===== src/rtl/vga_pkg.sv =====
// Shared VGA display types: display modes, active-area constants and the
// per-pixel flag bundle carried alongside frame-buffer reads.
package vga_pkg;

  typedef enum logic [1:0] {
    MODE_GRAY    = 2'b00,
    MODE_BIN     = 2'b01,
    MODE_INV     = 2'b10,
    MODE_OVERLAY = 2'b11
  } disp_mode_t;

  localparam int H_ACTIVE = 640;
  localparam int V_ACTIVE = 480;

  typedef struct packed {
    logic hSync;
    logic vSync;
    logic blankB;
    logic inImg;
  } pix_flags_t;

  localparam pix_flags_t FLAGS_IDLE = '{hSync: 1'b1, vSync: 1'b1, blankB: 1'b0, inImg: 1'b0};

  // Maps one grey sample to {r,g,b} for a pixel known to lie inside the image.
  function automatic logic [23:0] shadePixel(input disp_mode_t mode, input logic [7:0] p,
                                             input logic [7:0] thresh);
    logic [23:0] rgb;
    logic        hit;
    hit = (p >= thresh);
    case (mode)
      MODE_GRAY: rgb = {p, p, p};
      MODE_BIN:  rgb = hit ? 24'hFFFFFF : 24'h000000;
      MODE_INV:  rgb = {~p, ~p, ~p};
      default:   rgb = hit ? 24'h00FF00 : {1'b0, p[7:1], 1'b0, p[7:1], 1'b0, p[7:1]};
    endcase
    return rgb;
  endfunction

endpackage


===== src/rtl/sync_delay.sv =====
// Fixed-depth shift register whose stages all clear to a chosen idle value,
// so delayed control signals come out of reset in their inactive state.
module sync_delay #(
  parameter int               WIDTH     = 4,
  parameter int               DEPTH     = 2,
  parameter logic [WIDTH-1:0] RESET_VAL = '0
) (
  input  logic             clk,
  input  logic             rst,
  input  logic [WIDTH-1:0] d,
  output logic [WIDTH-1:0] q
);

  logic [WIDTH-1:0] stages [DEPTH];

  always_ff @(posedge clk) begin
    if (rst) begin
      for (int i = 0; i < DEPTH; i++) stages[i] <= RESET_VAL;
    end else begin
      stages[0] <= d;
      for (int i = 1; i < DEPTH; i++) stages[i] <= stages[i-1];
    end
  end

  assign q = stages[DEPTH-1];

endmodule


===== src/rtl/vga_frame_reader.sv =====
// Turns the VGA controller's coordinate/sync stream into colour by reading an
// upscaled grey image from a double-buffered frame store.
module vga_frame_reader
  import vga_pkg::*;
#(
  parameter int          IMG_W       = 160,
  parameter int          IMG_H       = 120,
  parameter int          SCALE_SHIFT = 2,
  parameter int          RD_LATENCY  = 1,
  parameter int          ADDR_W      = 16,
  parameter logic [7:0]  BORDER      = 8'h00
) (
  input  logic              clk,
  input  logic              rst,
  input  logic [9:0]        x,
  input  logic [9:0]        y,
  input  logic              hSyncIn,
  input  logic              vSyncIn,
  input  logic              blankBIn,
  input  logic [1:0]        mode,
  input  logic [7:0]        thresh,
  output logic              rdEn,
  output logic [ADDR_W-1:0] rdAddr,
  input  logic [7:0]        rdData,
  input  logic              swapReq,
  output logic              swapAck,
  output logic              bufSel,
  output logic              hSync,
  output logic              vSync,
  output logic              blankB,
  output logic [7:0]        r,
  output logic [7:0]        g,
  output logic [7:0]        b
);

  localparam logic [10:0]       ACT_W      = 11'(IMG_W << SCALE_SHIFT);
  localparam logic [10:0]       ACT_H      = 11'(IMG_H << SCALE_SHIFT);
  localparam logic [ADDR_W-1:0] BUF_OFFSET = ADDR_W'(IMG_W * IMG_H);

  logic              atOrigin;
  logic              prevOrigin;
  logic              frameStart;
  logic              doSwap;
  logic              selNext;
  logic              inImg;
  logic [ADDR_W-1:0] rowBase;
  logic [ADDR_W-1:0] pixAddr;
  pix_flags_t        flagsIn;
  pix_flags_t        flagsDly;

  // A frame starts on the first cycle the controller reports (0,0), so a
  // held origin coordinate cannot trigger repeated swaps.
  assign atOrigin   = (x == 10'd0) && (y == 10'd0);
  assign frameStart = atOrigin && !prevOrigin;
  assign doSwap     = frameStart && swapReq;
  assign selNext    = bufSel ^ doSwap;

  assign inImg   = blankBIn && ({1'b0, x} < ACT_W) && ({1'b0, y} < ACT_H);
  assign rowBase = ADDR_W'(y >> SCALE_SHIFT) * ADDR_W'(IMG_W);
  assign pixAddr = (selNext ? BUF_OFFSET : '0) + rowBase + ADDR_W'(x >> SCALE_SHIFT);

  always_ff @(posedge clk) begin
    if (rst) begin
      prevOrigin <= 1'b0;
      bufSel     <= 1'b0;
      swapAck    <= 1'b0;
      rdEn       <= 1'b0;
      rdAddr     <= '0;
    end else begin
      prevOrigin <= atOrigin;
      bufSel     <= selNext;
      swapAck    <= doSwap;
      rdEn       <= inImg;
      if (inImg) rdAddr <= pixAddr;
    end
  end

  assign flagsIn = '{hSync: hSyncIn, vSync: vSyncIn, blankB: blankBIn, inImg: inImg};

  // Flags wait out the address register plus the read latency, then meet rdData.
  sync_delay #(
    .WIDTH     (4),
    .DEPTH     (RD_LATENCY + 1),
    .RESET_VAL (FLAGS_IDLE)
  ) flagDelay (
    .clk (clk),
    .rst (rst),
    .d   (flagsIn),
    .q   (flagsDly)
  );

  always_ff @(posedge clk) begin
    if (rst) begin
      hSync     <= 1'b1;
      vSync     <= 1'b1;
      blankB    <= 1'b0;
      {r, g, b} <= 24'h000000;
    end else begin
      hSync  <= flagsDly.hSync;
      vSync  <= flagsDly.vSync;
      blankB <= flagsDly.blankB;
      if (!flagsDly.blankB)
        {r, g, b} <= 24'h000000;
      else if (!flagsDly.inImg)
        {r, g, b} <= {BORDER, BORDER, BORDER};
      else
        {r, g, b} <= shadePixel(disp_mode_t'(mode), rdData, thresh);
    end
  end

endmodule


===== config.mk =====
export PLATFORM = sky130hd
export DESIGN_NAME = vga_frame_reader
export DESIGN_NICKNAME = d
export VERILOG_FILES = /design/src/rtl/vga_pkg.sv /design/src/rtl/sync_delay.sv /design/src/rtl/vga_frame_reader.sv
export SDC_FILE = /design/constraint.sdc
export NUM_CORES = 1
export LEC_CHECK = 0
export BUFFER_PORTS_ARGS = -buffer_cell sky130_fd_sc_hd__buf_2
export CAP_MARGIN = 40
export CELL_PAD_IN_SITES_DETAIL_PLACEMENT = 0
export CELL_PAD_IN_SITES_GLOBAL_PLACEMENT = 1
export CORE_AREA = 2 2 88 90
export DETAILED_ROUTE_END_ITERATION = 6
export DIE_AREA = 0 0 90 92
export GPL_ROUTABILITY_DRIVEN = 0
export GPL_TIMING_DRIVEN = 1
export PLACE_DENSITY = 0.85
export SLEW_MARGIN = 20
export SYNTH_ARGS = -nofsm -noshare
export SYNTH_HDL_FRONTEND = slang
export SYNTH_SLANG_ARGS = --single-unit

===== constraint.sdc =====
create_clock -name clk -period 4.95 [get_ports clk]
set_input_delay 0.495 -clock clk [delete_from_list [all_inputs] [get_ports clk]]
set_output_delay 0.495 -clock clk [all_outputs]
set_load 0.01 [all_outputs]

-- After elaboration in Yosys (flattened, before gate mapping)
Memory sizes are Yosys's and may differ from the RTL's.
Index checks and enable logic that the tools add are counted.
W data, S select, Z words.
- add/sub/neg operators: 2
- multiply operators: 1
- magnitude comparators: 3
- eq/ne operators: 2
- mux-type cells: 9
- bitwise logic cells: 6
- reductions and logical operators: 10
- operator list (operator ; number):
    $pmux W24 S3 ; 1
    $mux W24 ; 1
    $mux W23 ; 1
    $logic_not A10 Y1 ; 2
    $add A15 B16 Y16 ; 1
    $add A16 B8 Y16 ; 1
    $mux W15 ; 1
    $mul A8 B3 Y11 const B ; 1
    $lt A10 B10 Y1 const B ; 1
    $lt A10 B9 Y1 const B ; 1
    $ge A8 B8 Y1 ; 1
    $mux W4 ; 2
    $not A8 Y8 ; 1
    $logic_and A1 B1 Y1 ; 5
    $mux W1 ; 3
    $reduce_or A3 Y1 ; 1
    $eq A2 B1 Y1 const B ; 1
    $eq A2 B2 Y1 const B ; 1
    $logic_not A2 Y1 ; 1
    $not A1 Y1 ; 2
    $or A1 B1 Y1 ; 2
    $logic_not A1 Y1 ; 1
    $xor A1 B1 Y1 ; 1
- flip-flop bits (word level): 47
- memory bits (writable): 8
- input port bits: 44
- output and inout port bits: 46
- word-level logic and storage cells: 45
- memories: 1
- memories (memory ; depth ; bits a word ; read ports ; clocked after Yosys merged registers in ; wr ports ; line ; source):
    flagDelay.stages ; 2 ; 4 ; 2 ; 0 ; 2 ; sync_delay.sv:14 ; logic [WIDTH-1:0] stages [DEPTH];

-- Depth between registers and ports, before layout
- depth in word-level cells: 8
- gate-level depth with buffers: 12

-- By module
A second synthesis with hierarchy kept.
- cells, all modules: 312
- area, all modules: 2736.4 sq um
- modules (own cells, without submodules) (module ; times used ; cells an instance ; area an instance (sq um) ; seq. area each (sq um)):
    vga_frame_reader ; 1 ; 292 ; 2496.1 ; 780.7
    sync_delay ; 1 ; 20 ; 240.2 ; 160.2

-- Worst setup path before layout
OpenSTA, ideal clock, no wires.
- path type: input -> register
- start: input port y[3]
- end: register rdAddr[15]
- data arrival time: 2.575 ns
- data required time: 4.819 ns
- slack: 2.243 ns
- stages on the path: 12
- path buffers: 0
- path through: ha_1 -> ha_1 -> inv_1 -> fa_1 -> nand2b_1 -> a21oi_1 -> a21o_1 -> a21oi_1 -> xnor2_1 -> ha_1 -> a311oi_1 -> nor3_1
- word-level cells in the longest chain between the ends: 8
- ends and longest elaborated chain (item ; line ; source):
    start: declaration ; vga_frame_reader.sv:16 ; input logic [9:0] y,
    parallel branches: the longest is 8 deep, another holds $add A15 B16 Y16 ; - ;
    end signal: assignment ; vga_frame_reader.sv:74 ; if (inImg) rdAddr <= pixAddr;
    end: declaration ; vga_frame_reader.sv:23 ; output logic [ADDR_W-1:0] rdAddr,
Several ways; the timed one is not identified.
A chain may end at the register's enable or synchronous reset.

-- Final worst setup path
- start: input port y[9]
- end: register rdAddr[13]
- word-level cells in the longest chain between the ends: 8
- ends and longest elaborated chain (item ; line ; source):
    $logic_not A10 Y1 ; vga_frame_reader.sv:53 ; assign atOrigin = (x == 10'd0) && (y == 10'd0);
    $logic_and A1 B1 Y1 ; vga_frame_reader.sv:53 ;
    $logic_and A1 B1 Y1 ; vga_frame_reader.sv:54 ; assign frameStart = atOrigin && !prevOrigin;
    $logic_and A1 B1 Y1 ; vga_frame_reader.sv:55 ; assign doSwap = frameStart && swapReq;
    $xor A1 B1 Y1 ; vga_frame_reader.sv:56 ; assign selNext = bufSel ^ doSwap;
    via selNext ; vga_frame_reader.sv:44 ; logic selNext;
    $mux W15 ; vga_frame_reader.sv:60 ; assign pixAddr = (selNext ? BUF_OFFSET : '0) + rowBase + ADDR_W'(x >> SCALE_SHIFT);
    $add A15 B16 Y16 ; vga_frame_reader.sv:60 ;
    $add A16 B8 Y16 ; vga_frame_reader.sv:60 ;
The timed path passes the listed nets, and every way through them passes these cells.

==> metrics.cfg <==
[sta]
fin_crit_sh_pct = 58.7
setup_violations = 0
rsz0062_at_grt = false
skew_ns = 0.0124
slew_viol_final = 0
tightestPinTransition_ns = 0.701
relSlewSlack_pct = 53.0
timing.fmax_ghz = 0.344
tns_ns = 0
fin_crit_ns = 2.91
hold_viol = 0

[place]
dpl.cell_count = 512
io_buffers = 89
place_area_um2 = 3280
dp_hpwl_um = 5350

[synth]
ys_types = 51
postSynthAreaPerCell_um2 = 8.24
synth_area_um2 = 2840
syn_nets = 418
ys_ff_latch = 46
yosysWarnings = 0
synth_flop_cell = dfxtp_1
synth_edf_count = 0
syn_inst = 345
yosysSeqAreaShare_pct = 32.4
async_flop_share_pct = 0

[finish]
num_antenna_cells = 0
finalInstanceArea_um2 = 3360
multiInputGateArea_um2 = 1720
area_delta_synth_final_pct = 18.2
drive_gt1_share_pct = 25.9
n_fill_cell = 797
seq_area_um2 = 921
instances_no_fill = 519
num-nets-final = 490

[pwr]
powerDensity_nw_per_um2 = 243
leakage_nw = 1.57
vdd_drop_max_mv = 0.118

[clock_network]
post_cts_resized = 0
holdBufCountCts = 0
tritoncts = yes
ctsHtreeMaxLevel = 2
cts-root-buf = clkbuf_8
cts_buffers = 5
cts_setup_buffers = 0
path_clk_slew_ns = 0.09
cts.path.max_buffers = 2
clock-sinks = 46
clk_latency_ns = 0.29

[hold_path]
worstHoldStart = vSyncIn
hold_path_class = in2reg
holdPathEnd = flagDelay.stages[0][2]$_SDFF_PP1_
hold_depth = 2

[grt]
overflow = 0
antenna_found_initial = 0
grt_use_total_pct = 16.5
grt_pass1_vias = 2428
grt_max_degree = 32
grt_pass1_wl_um = 11300

[detailed_routing]
routed_wl_um = 6820
vias_per_cell = 5.13
routedWlPerCell_um = 13.1
vias = 2660
drc = 0
ant_nets = 0
drt_pre_antenna_iters = 4
drtIter0Drc = 53

[floorplan]
coreArea_um2 = 7450
die_x_um = 90
ioPinCount = 90
fp.dieH_um = 92
dieArea_um2 = 8280
initial_core_util_pct = 38.2
rows = 32

[critical_path]
crit_path_start_kind = input port
crit_type = in2reg
worst-endpoint-required_ns = 5.16
critical_path.max_fanout = 5
timing.rr.start = prevOrigin$_SDFF_PP0_
ff2ff_path_depth = 8
r2r_end = rdAddr[13]$_SDFFE_PP0P_
r2r_slack_ns = 2.52
cp.arrival_ns = 3.12
crit_path_end_kind = flip-flop

[status]
outcome = complete, no violations

[job]
maxCapViolCount = 0

sequential cells by signal, indices dropped and copies added (netlist names):
register / flops
blankB: 1
flagDelay.stages: 8
swapAck: 1
r: 8
rdAddr: 16
vSync: 1
prevOrigin: 1
hSync: 1
g: 8
bufSel: 1
critical path, cell delays in order:
cell,delay (ns)
buf_2,0.14
nor4_1,0.30
nand3_1,0.17
nor4_1,0.31
xor2_1,0.40
ha_1,0.33
o21ai_1,0.13
a21boi_1,0.13
o31a_1,0.29
and3_1,0.19
nor4_1,0.23
how the worst max path moves through the flow:
| stage | start | end | cells after the start |
|---|---|---|---|
| finish | y[9] | rdAddr[13]$_SDFFE_PP0P_ | 11 |
| global placement | x[4] | rdAddr[13]$_SDFFE_PP0P_ | 11 |
| global route | y[4] | rdAddr[13]$_SDFFE_PP0P_ | 11 |
| floorplan | y[3] | rdAddr[15]$_SDFFE_PP0P_ | 12 |
| detailed placement | x[4] | rdAddr[13]$_SDFFE_PP0P_ | 11 |
| CTS | x[4] | rdAddr[13]$_SDFFE_PP0P_ | 11 |
cells by family after synthesis:
kind of cell               share of synthesized area (%)
AOI/OAI and AO/OA                                   25.0
xor gates and xnor gates                            4.01
adders and majority gates                           13.3
buffers and inverters                               7.13
DFF                                                 32.4
and+or+nand+nor                                     18.2
where the power goes:
part / switching, mW / internal, mW / total [mW]
clock network: 0.122 / 0.0976 / 0.219
logic: 0.122 / 0.0905 / 0.213
registers: 0.00514 / 0.381 / 0.386
total: 0.249 / 0.569 / 0.817
cell usage in the layout, fill, tap and decap left out, types with 2 or more instances in the layout:
| cell | synthesis | final |
|---|---|---|
| inv_1 | 18 | 18 |
| nand2b_1 | 3 | 3 |
| a21oi_1 | 25 | 25 |
| a211o_1 | 2 | 2 |
| a21o_1 | 8 | 8 |
| a311oi_1 | 2 | 2 |
| nand3_1 | 2 | 2 |
| o21ai_1 | 2 | 2 |
| nand2_1 | 42 | 42 |
| clkbuf_8 | 0 | 5 |
| a211oi_1 | 12 | 12 |
| dfxtp_1 | 46 | 46 |
| xnor2_1 | 10 | 10 |
| nand4b_1 | 2 | 2 |
| nor4_1 | 8 | 8 |
| a22o_1 | 6 | 6 |
| nor3_1 | 3 | 3 |
| and3_1 | 2 | 2 |
| a221oi_1 | 2 | 2 |
| ha_1 | 27 | 27 |
| or2_2 | 7 | 7 |
| xor2_1 | 3 | 3 |
| fa_1 | 2 | 2 |
| clkbuf_1 | 11 | 2 |
| o21ai_0 | 31 | 31 |
| buf_2 | 3 | 89 |
| nor2_1 | 29 | 29 |
| nor2b_1 | 6 | 6 |
layer usage:
layer | vias to the layer above | track usage, % | routed length (µm)
li1 | 1352 | - | -
met1 | 1226 | 21.2 | 3060
met2 | 75 | 28.4 | 3380
met3 | 7 | 2.79 | 307
met4 | 0 | 4.74 | 80
met5 | - | 0 | 0
layout make-up:
class | count | area share, %
multi-input combinational | 256 | 51.2
tap | 102 | 3.80
inverter | 19 | 2.12
timing repair buffer | 89 | 13.3
clock buffer | 7 | 2.27
sequential | 46 | 27.4
synth_stat cells, types with 6 or more instances:
library cell  count  area, µm²
buf_4             8       60.1
a22o_1            6       52.6
clkbuf_1         11       41.3
a21oi_1          25        125
nor2_1           29        109
a21o_1            8       60.1
inv_1            18       67.6
a211oi_1         12       90.1
dfxtp_1          46        921
o21ai_0          31        155
nor2b_1           6       37.5
or2_2             7       43.8
nor4_1            8       50.1
ha_1             27        338
xnor2_1          10       87.6
nand2_1          42        158
per-stage QoR:
step                      setup slack (ns)  utilization (%)  total power [mW]  hold WS [ns]
after floorplan                       2.24                -             0.543         0.389
after global placement                1.80             44.1             0.603         0.391
after detailed placement              1.76             44.1             0.606         0.399
after CTS                             2.06             45.1             0.826         0.369
after global routing                  1.72             45.1             0.869         0.366
final                                 2.04             45.1             0.817         0.373
(Power assumes the default switching activity.)
